[config.mk]
export PLATFORM = sky130hd
export DESIGN_NAME = quad_encoder_emulator
export DESIGN_NICKNAME = d
export VERILOG_FILES = /design/src/rtl/quad_encoder_emulator.sv
export SDC_FILE = /design/constraint.sdc
export NUM_CORES = 1
export LEC_CHECK = 0
export BUFFER_PORTS_ARGS = -buffer_cell sky130_fd_sc_hd__buf_2
export CAP_MARGIN = 20
export CELL_PAD_IN_SITES_DETAIL_PLACEMENT = 1
export CELL_PAD_IN_SITES_GLOBAL_PLACEMENT = 1
export CORE_UTILIZATION = 38
export CTS_CLUSTER_DIAMETER = 200
export DETAILED_ROUTE_END_ITERATION = 10
export HOLD_SLACK_MARGIN = 0.15
export PLACE_DENSITY_LB_ADDON = 0.1
export SYNTH_ARGS = -nofsm -noshare
export SYNTH_HDL_FRONTEND = slang
export SYNTH_SLANG_ARGS = --single-unit
[constraint.sdc]
create_clock -name clk -period 4.09 [get_ports clk]
set_input_delay 0.2045 -clock clk [delete_from_list [all_inputs] [get_ports clk]]
set_output_delay 0.2045 -clock clk [all_outputs]
set_load 0.02 [all_outputs]
[src/rtl/quad_encoder_emulator.sv]
// Quadrature encoder emulator: emits A/B/Z for a commanded move of N edges at a
// fixed edge period, tracking position modulo 4*PPR.
module quad_encoder_emulator #(
  parameter int PPR    = 334,
  parameter int PER_W  = 16,
  parameter int STEP_W = 32,
  localparam int POS_W = $clog2(4*PPR)
) (
  input  logic              clk,
  input  logic              rst,
  input  logic              cmd_valid,
  output logic              cmd_ready,
  input  logic              cmd_dir,
  input  logic [STEP_W-1:0] cmd_steps,
  input  logic [PER_W-1:0]  cmd_period,
  input  logic              abort,
  output logic              qa,
  output logic              qb,
  output logic              qz,
  output logic [POS_W-1:0]  pos,
  output logic              dir,
  output logic              busy,
  output logic              done
);

  localparam logic [POS_W-1:0] POS_MAX = POS_W'(4*PPR-1);

  typedef enum logic {IDLE, RUN} state_t;

  state_t            state, state_nxt;
  logic [STEP_W-1:0] remaining;
  logic [PER_W-1:0]  per;
  logic [PER_W-1:0]  timer;
  logic              accept;
  logic              edge_now;
  logic              last_edge;
  logic [POS_W-1:0]  pos_nxt;

  always_ff @(posedge clk or posedge rst) begin
    if (rst) state <= IDLE;
    else     state <= state_nxt;
  end

  // abort outranks an edge falling due in the same cycle
  always_comb begin
    state_nxt = state;
    accept    = 1'b0;
    edge_now  = 1'b0;
    last_edge = 1'b0;
    case (state)
      IDLE: begin
        accept = cmd_valid;
        if (cmd_valid && cmd_steps != '0) state_nxt = RUN;
      end
      RUN: begin
        if (abort) begin
          state_nxt = IDLE;
        end else if (timer == per - PER_W'(1)) begin
          edge_now = 1'b1;
          if (remaining == STEP_W'(1)) begin
            last_edge = 1'b1;
            state_nxt = IDLE;
          end
        end
      end
      default: state_nxt = IDLE;
    endcase
  end

  always_comb begin
    if (dir) pos_nxt = (pos == POS_MAX) ? '0 : pos + POS_W'(1);
    else     pos_nxt = (pos == '0) ? POS_MAX : pos - POS_W'(1);
  end

  // CW walks {qb,qa} 00->01->11->10; CCW walks it backwards
  always_ff @(posedge clk or posedge rst) begin
    if (rst) begin
      qa        <= 1'b0;
      qb        <= 1'b0;
      qz        <= 1'b1;
      pos       <= '0;
      dir       <= 1'b0;
      busy      <= 1'b0;
      done      <= 1'b0;
      cmd_ready <= 1'b1;
      remaining <= '0;
      per       <= PER_W'(1);
      timer     <= '0;
    end else begin
      done      <= 1'b0;
      busy      <= (state_nxt == RUN);
      cmd_ready <= (state_nxt == IDLE);
      if (accept) begin
        dir       <= cmd_dir;
        remaining <= cmd_steps;
        per       <= (cmd_period == '0) ? PER_W'(1) : cmd_period;
        timer     <= '0;
        if (cmd_steps == '0) done <= 1'b1;
      end
      if (state == RUN) begin
        timer <= timer + PER_W'(1);
        if (edge_now) begin
          timer     <= '0;
          remaining <= remaining - STEP_W'(1);
          pos       <= pos_nxt;
          qz        <= (pos_nxt == '0);
          done      <= last_edge;
          if (dir) begin
            qa <= ~qb;
            qb <= qa;
          end else begin
            qa <= qb;
            qb <= ~qa;
          end
        end
      end
    end
  end

endmodule

# [After elaboration in Yosys (flattened, before gate mapping)]
# Index checks and enable logic that the tools add are counted.
[word_totals] in_bits=53 output_inout_bits=18 reg_bits=82 wordCells=59
[classes] bitwise_logic=4 eq_ne=3 add_sub_neg=5 n_reduce_logical=8 muxes=28
[op_table] op="two-way mux 32 bit" count=3
[op_table] op="two-way mux 16 bit" count=4
[op_table] op="two-way mux 11 bit" count=3
[op_table] op="== test 32 x 1 -> 1 bit (second input constant)" count=1
[op_table] op="logical NOT 32 bit" count=1
[op_table] op="nonzero test 32 bit" count=1
[op_table] op="subtractor 32 x 1 -> 32 bit (second input constant)" count=1
[op_table] op="logical NOT 11 bit" count=2
[op_table] op="two-way mux 1 bit" count=17
[op_table] op="adder 16 x 1 -> 16 bit (second input constant)" count=1
[op_table] op="== test 16 bit" count=1
[op_table] op="logical NOT 16 bit" count=1
[op_table] op="subtractor 16 x 1 -> 16 bit (second input constant)" count=1
[op_table] op="adder 11 x 1 -> 11 bit (second input constant)" count=1
[op_table] op="== test 11 bit (second input constant)" count=1
[op_table] op="subtractor 11 x 1 -> 11 bit (second input constant)" count=1
[op_table] op="inverter 1 bit" count=4
[op_table] op="one-hot mux 1 bit (2 select lines)" count=1
[op_table] op="AND reduction 2 bit" count=1
[op_table] op="nonzero test 2 bit" count=1
[op_table] op="logical AND 1 bit" count=1

# [Depth between registers and ports, before layout]
# Gate-level depths: netlist of run 1.
[logic_depth] ltp_word=7 mapped_depth=14 mapped_depth_nobuf=10

# [Least setup slack after synthesis of run 1]
# No wires, ideal clock.
[synth_path] path_type="flip-flop to flip-flop" start="reg per[0]" end="reg remaining[26]" arrival_ns=3.053 n_path_buf=3 slack_ns=0.913 setup_ns=0.124 required_time_ns=3.966 path_stages_with_launch=14 path_cell_list="dfstp_2 -> clkbuf_1 -> inv_1 -> ha_1 -> clkbuf_1 -> xor2_1 -> o31ai_1 -> o2111ai_1 -> nor3_2 -> nand4b_4 -> or2_1 -> buf_6 -> o211a_1 -> a211o_1"
[synth_between] elab_chain_len=7
[synth_rtl] item="start: declaration" line_no="32" text="logic [PER_W-1:0] per;"
[synth_rtl] item="start signal: assignment" line_no="96" text="per <= (cmd_period == '0) ? PER_W'(1) : cmd_period;"
[synth_rtl] item="subtractor 16 x 1 -> 16 bit" line_no="58" text="end else if (timer == per - PER_W'(1)) begin"
[synth_rtl] item="== test 16 bit" line_no="58"
[synth_rtl] item="two-way mux 1 bit" line_no="58"
[synth_rtl] item="two-way mux 1 bit" line_no="56" text="if (abort) begin"
[synth_rtl] item="two-way mux 1 bit" line_no="50" text="case (state)"
[synth_rtl] item="two-way mux 32 bit" line_no="102" text="if (edge_now) begin"
[synth_rtl] item="two-way mux 32 bit" line_no="100" text="if (state == RUN) begin"
[synth_rtl] item="end signal: assignment" line_no="95" text="remaining <= cmd_steps;"
[synth_rtl] item="end signal: assignment" line_no="104" text="remaining <= remaining - STEP_W'(1);"
[synth_rtl] item="end: declaration" line_no="31" text="logic [STEP_W-1:0] remaining;"
# No other way between the ends.
# A chain may end at the register's enable or synchronous reset.

# [Worst setup path in the final report of run 1]
[layout_path] start="reg per[1]" end="reg remaining[26]"
# Same word-level chain as after synthesis.

==> summary.txt, run 1 <==
Status
  – Status: finished, final reports clean

Logic synthesis
  – Top post-synthesis cells by area: dfrtp_1 (36%), nand2_1 (6.1%), nor2_1 (4.9%), nor3_1 (3.6%), xor2_1 (3.2%)
  – Synth Instances: between 600 and 700
  – YS warnings: 0
  – Syn nets: approximately 720
  – Flops & latches, synth: a little over 80
  – Sequential share of the synthesized area: a little under two fifths
  – Post-synth EDFFs: 0
  – Post-Syn Area: ~5400 µm²
  – Mean post-synth cell area: approximately 8.2 µm²
  – Synth cell types: 67
  – Top FF cell, synth: dfrtp_1
  – Post-synth top area cell: dfrtp_1
  – Ys async rst share: 100.0%
  – Share of the synthesized area in the top cell type: roughly 36%

STA
  – Final Hold Viols: 0
  – Clock Skews: roughly 0.011 ns
  – Minimum clock period: 3.551 ns
  – RSZ-0062 raised after global routing: no
  – Final setup fails: 0
  – Final-report max-slew violation count: 0
  – Least-Margin Pin Slew: just over 0.8 ns
  – Crit share post-route: ~87%
  – Worst slew margin: a little under half
  – Setup TNS Final: 0 ns
  – Max Clk Rate: 281.6 MHz

Route
  – ANT nets after route: 0
  – Total Wirelength: ~17000 µm
  – Drt initial violations: 315
  – Via count: ~5400
  – Drt pass-1 iters: 4
  – Wirelength per Cell: roughly 19 µm
  – DRC: 0
  – Vias per inst: between 5 and 6

Place
  – RePlAce Congestion: 0.8818
  – PortBufs: 70
  – Dpl hpwl: between 10000 and 15000 µm

Clocking
  – CTS root buffer: clkbuf_16
  – CTS Sinks: 82
  – CTS Hold Buffers Added: 21
  – Worst-path clk slew: 0.07 ns
  – Postcts setup bufs: 0
  – TritonCTS Buffers: 9
  – CTS resizes: 0
  – Clock Latency Late Sink: about 0.35 ns
  – Longest Clk Path Bufs: 2
  – TritonCTS clock tree: yes
  – H-tree levels: 3

Cells and area
  – Final #Nets: 795
  – Layout cells sized above 1: between 10% and 20%
  – ANT cells: 0
  – Area Growth Syn to Fin: 18.41%
  – Fillers: 1675

Floorplanning
  – Core footprint: 13930 µm²
  – Die area: 14810 µm²
  – Site Rows: 43
  – Die height: approximately 120 µm
  – Starting Density: 39.06%
  – Die width: around 120 µm
  – IO Pins: between 70 and 80

Setup path
  – CP Cell Sequence: inv_1, ha_1, or4b_4, or3b_2, xnor2_1, nor3_2, nand4b_4, or2_1, o211a_1, a211o_1
  – Crit path DAT: between 3 and 4 ns
  – Crit start category: flip-flop
  – Req. time, crit path: roughly 4.3 ns
  – Worst-path fanout max: 19
  – Max stage delay on crit path: roughly 0.54 ns
  – Worst setup path class: reg2reg
  – Slowest CP cell: or2_1
  – Critical path endpoint category: flip-flop

Job
  – Number of max-cap violations: 0

Power and ir drop
  – Max rail drop VDD: approximately 0.19 mV
  – Leak: ~2.9 nW
  – Final total power: about 0.0026 W
  – PD cells: approximately 410 nW/µm²

GRT
  – Initial antenna violation count: 0
  – Grt total ovfl: 0
  – GRT Util Overall: between 20% and 30%
  – Largest net degree at the start of global routing: 50
  – Vias in the first global route: around 5500
  – Global-route wire length before repair: 28260 µm

Worst hold path
  – Min-Delay Path Class: in2reg
-- critical path, delay by kind of cell, from the launching register on --
kind,cells,cell delay (ns)
flip-flops,1,0.45
buffers and inverters,1,0.10
AND/OR/NAND/NOR,5,1.91
AO/OA/AOI/OAI,2,0.62
adder cells (fa/ha/maj),1,0.16
XOR/XNOR,1,0.18
-- synthesized netlist by cell type (4+ instances only) --
library cell / n
nor2_1: 71
nand2_1: 88
nor3b_1: 4
nand3_1: 13
xor2_1: 20
and3_1: 14
buf_2: 12
nor3_1: 39
nor4_1: 21
nand2b_1: 13
nand4_1: 13
ha_1: 6
xnor2_1: 14
a211oi_1: 5
o21a_1: 21
a21oi_1: 31
or3_1: 4
a21o_1: 10
mux2i_1: 4
inv_1: 15
o211a_1: 5
dfrtp_1: 79
o31ai_1: 4
or4_1: 4
clkbuf_1: 25
a31oi_1: 26
nor2b_1: 5
o21ai_0: 26
-- registers in the layout (all words and copies together), names as in the netlist --
signal     flops
pos           11
busy           1
cmd_ready      1
qz             1
timer         16
qb             1
per           16
qa             1
dir            1
remaining     32
done           1
-- cell families after synthesis --
logic type | after synthesis | synth area share (%)
xor+xnor | 34 | 5.471
simple gates | 313 | 28.94
compound gates | 165 | 20.67
fa+ha+maj | 6 | 1.379
mux | 6 | 1.149
buf+inv | 57 | 4.620
flops | 82 | 37.77
-- cells in the final DEF (no fill, tap or decap), drive strengths merged, types with 21 or more instances in the layout --
cell type	instances
nor2	72
nor3	41
o21ai	28
a21oi	31
nand2	88
dlygate4sd3	21
nor4	22
a31oi	26
o21a	21
buf	82
dfrtp	79
-- cell type report --
type                       instances  area, µm²  area share (%)
multi-input combinational        524       3141           48.73
tap                              180      225.2           3.494
timing repair buffer             103      663.1           10.29
sequential                        82       2056           31.90
clock buffer                      12      246.5           3.824
clock inverter                     4      52.55          0.8154
inverter                          16      61.31          0.9513
-- path summary, 6_finish.rpt --
| kind | from | end | slack [ns] | cells after the start |
|---|---|---|---|---|
| max | per[1]$_DFFE_PP0P_ | remaining[26]$_DFF_PP0_ | 0.54 | 10 |
| min | cmd_steps[0] | remaining[0]$_DFF_PP0_ | 0.16 | 3 |
| max reg2reg | per[1]$_DFFE_PP0P_ | remaining[26]$_DFF_PP0_ | 0.54 | 10 |
| min reg2reg | qz$_DFFE_PP1P_ | qz$_DFFE_PP1P_ | 0.47 | 2 |
| max in group asynchronous | rst | timer[7]$_DFFE_PP0P_ | 2.47 | 4 |
| min in group asynchronous | rst | pos[1]$_DFFE_PP0P_ | 0.51 | 3 |
-- layer usage --
layer  GRT usage [%]  vias to the layer above  wire length (µm)
met5               0                        -                 0
met4           9.105                        0               349
met3           2.669                       23               415
met2           41.09                       95              8365
met1           32.58                     2692              8193
li1                -                     2541                 -
-- metrics by stage --
step | hold WS, ns | worst slack, ns | area (µm²) | util, % | cells
finish | 0.1581 | 0.5391 | 6445 | 46.25 | 921
global route | 0.1770 | 0.3282 | 6445 | 46.25 | 921
CTS | 0.1504 | 0.5123 | 6445 | 46.25 | 921
detailed placement | 0.3182 | 0.5511 | 5936 | 42.60 | 884
global placement | 0.3118 | 0.6804 | 5936 | 42.60 | 884
floorplan | 0.3099 | 0.9131 | 5443 | - | 663
-- power by group --
group	switching, W	internal, W	total, W
Clock	0.000342	0.000490	0.000832
Sequential	0.000170	0.000932	0.00110
Combinational	0.000390	0.000295	0.000686
Power figures use the tool's default switching activity.
==> run 2, diff against run 1 <==
==> constraint.sdc (replaced) <==
create_clock -name clk -period 3.8 [get_ports clk]
set_input_delay 0.19 -clock clk [delete_from_list [all_inputs] [get_ports clk]]
set_output_delay 0.19 -clock clk [all_outputs]
set_load 0.02 [all_outputs]
==> run 2 against run 1 <==
  * Die area unchanged
  * Sequential share of layout area is 0.26 points lower
  * First-iteration DRC count is 4.4% lower
  * Hold slack improved by 0.0023 ns
  * Sequential power grew 7%
  * Critical endpoint is now remaining[30]$_DFF_PP0_
  * Largest cell class unchanged
==> summary.txt, run 2 (synthesis gave the netlist of run 1 again) <==
STA
  – Worst slew margin: 48.08%
  – Final Hold Viols: 0
  – Setup TNS Final: 0 ns
  – Final worst slack: ~0.31 ns
  – RSZ-0062 raised after global routing: no
  – Crit share post-route: between 90% and 100%
  – Minimum clock period: ~3.5 ns
  – Max Clk Rate: 286.4 MHz
  – Clock Skews: 0.01115 ns
  – Least-Margin Pin Slew: 0.7789 ns
  – Final-report max-slew violation count: 0
  – Final setup fails: 0

Floorplanning
  – Die width: 121.7 µm
  – Die area: about 15000 µm²
  – Starting Density: between 30% and 40%
  – Core footprint: ~14000 µm²
  – Site Rows: 43
  – IO Pins: 71
  – Die height: roughly 120 µm

Setup path
  – R2r endpoint: remaining[30]$_DFF_PP0_
  – Crit path DAT: 3.73 ns
  – Worst setup path class: reg2reg
  – Req. time, crit path: around 4.0 ns
  – Crit start category: flip-flop
  – Reg2reg setup slack: around 0.31 ns
  – Worst-path fanout max: 18
  – Worst r2r path cells: 12
  – Reg-to-reg startpoint: per[1]$_DFFE_PP0P_
  – Critical path endpoint category: flip-flop

Cells and area
  – Share of the core filled with cells: 46.64%
  – Layout cells sized above 1: 16.69%
  – Fillers: 1668
  – Reg area: around 2000 µm²
  – ANT cells: 0
  – Top reg by flops: remaining
  – Cell area after layout: approximately 6500 µm²
  – Number of flip-flops in the largest register: 32
  – Area Growth Syn to Fin: 19.40%
  – Largest regs: remaining x32, per x16, timer x16
  – Multi-input logic area: 3141 µm²
  – Commonest non-fill, non-tap cell in the layout: nand2_1
  – Final #Nets: around 800
  – Commonest cells after routing, fill and taps aside: nand2_1 (88), dfrtp_1 (79), nor2_1 (71)
  – Post-route insts no fill: roughly 930

Power and ir drop
  – Max rail drop VDD: roughly 0.25 mV
  – Gate power share: a little over a quarter
  – Seq pwr share: a little over two fifths
  – Int Power: around 0.0019 W
  – P_sw: around 0.00096 W
  – Leak: approximately 2.9 nW
  – Clk pwr share: between 30% and 40%
  – Switching part of the total: around 34%
  – PD cells: 433.4 nW/µm²

Place
  – Post-place setup slack: ~0.35 ns
  – Dpl hpwl: ~12000 µm
  – RePlAce Congestion: roughly 0.9
  – Post-DP Area: between 5000 and 6000 µm²
  – PortBufs: 70
  – Placed cell count: approximately 890

GRT
  – Grt total ovfl: 0
  – GR Util met2: about two fifths
  – Met1 global-route usage: between 30% and 40%
  – Initial antenna violation count: 0
  – Largest net degree at the start of global routing: 44
  – GRT Util Overall: between 20% and 30%
  – Global-route wire length before repair: 27970 µm
  – Vias in the first global route: between 5000 and 6000
  – M3 GR Usage: approximately 5%
  – GRT Max-Usage Layer: met2

Route
  – Vias per inst: about 5.8
  – Drt pass-1 iters: 4
  – Drt initial violations: ~300
  – DRC: 0
  – Total Wirelength: ~17000 µm
  – ANT nets after route: 0
  – Via count: approximately 5400
  – Wirelength per Cell: 18.49 µm

Clocking
  – CTS Sinks: between 80 and 90
  – Longest Clk Path Bufs: 2
  – H-tree levels: 3
  – Clock Latency Late Sink: approximately 0.35 ns
  – CTS root buffer: clkbuf_16
  – Worst-path clk slew: 0.06 ns
  – CTS resizes: 0
  – TritonCTS clock tree: yes
  – TritonCTS Buffers: 9

Worst hold path
  – WHS Path Cells: 3
  – End of the worst hold path: remaining[12]$_DFF_PP0_
  – Hold wc startpoint: cmd_steps[12]
  – Min-Delay Path Class: in2reg

Job
  – Number of max-cap violations: 0

Status
  – Status: finished, final reports clean
[run 2: cell count changes in the layout (fill, tap and decap cells not counted)]
cell           delta
clkinv_4          +1
clkinvlp_4        -2
buf_12            -1
clkinv_2          +1
buf_4             +6
dlygate4sd3_1     +3
[run 2: worst max-delay path, cell delays in order (launching register included)]
cell	delay, ns
dfrtp_1	0.46
inv_1	0.11
ha_1	0.16
or4b_4	0.47
or3b_2	0.46
xnor2_1	0.26
nor3_2	0.09
nand4b_4	0.11
buf_4	0.25
o21a_1	0.47
buf_4	0.26
a21oi_1	0.06
o211a_1	0.22
[run 2: what timing repair did]
item	in CTS	in global routing
setup buffers	0	0
hold buffers	23	1
hold endpoints to repair	47	1
[run 2: through the flow]
stage / power [W] / hold slack (ns)
detailed placement: 0.001909 / 0.2435
floorplan: 0.001675 / 0.2954
global route: 0.002981 / 0.1563
CTS: 0.002846 / 0.1530
finish: 0.002816 / 0.1604
global placement: 0.001873 / 0.2371
[run 2: power groups by stage]
stage / Combinational (W) / Sequential [W] / Clock (W)
floorplan: 0.000542 / 0.00113 / 0
global placement: 0.000689 / 0.00118 / 0
detailed placement: 0.000716 / 0.00119 / 0
CTS: 0.000740 / 0.00118 / 0.000925
global route: 0.000821 / 0.00120 / 0.000958
finish: 0.000739 / 0.00118 / 0.000895
[run 2: cell type report]
type                       count  area share [%]
clock buffer                  12           3.793
sequential                    82           31.63
inverter                      16          0.9434
multi-input combinational    524           48.32
clock inverter                 4          0.7894
tap                          180           3.466
timing repair buffer         111           11.05
[run 2: worst max-delay path by stage]
stage                        from                       to  slack, ns  depth (start not counted)
6_report       per[1]$_DFFE_PP0P_  remaining[30]$_DFF_PP0_       0.31                         12
5_1_grt        per[0]$_DFFE_PP1P_  remaining[18]$_DFF_PP0_       0.14                         13
4_1_cts        per[1]$_DFFE_PP0P_  remaining[30]$_DFF_PP0_       0.32                         12
3_5_place_dp   per[1]$_DFFE_PP0P_  remaining[30]$_DFF_PP0_       0.35                         12
3_3_place_gp   per[1]$_DFFE_PP0P_  remaining[30]$_DFF_PP0_       0.45                         12
2_1_floorplan  per[0]$_DFFE_PP1P_  remaining[26]$_DFF_PP0_       0.62                         13
[run 2: layer usage]
metal	part of all wire [%]	up-vias
li1	-	2565
met2	49	107
met5	0	-
met1	47	2668
met4	1.2	0
met3	3.2	13
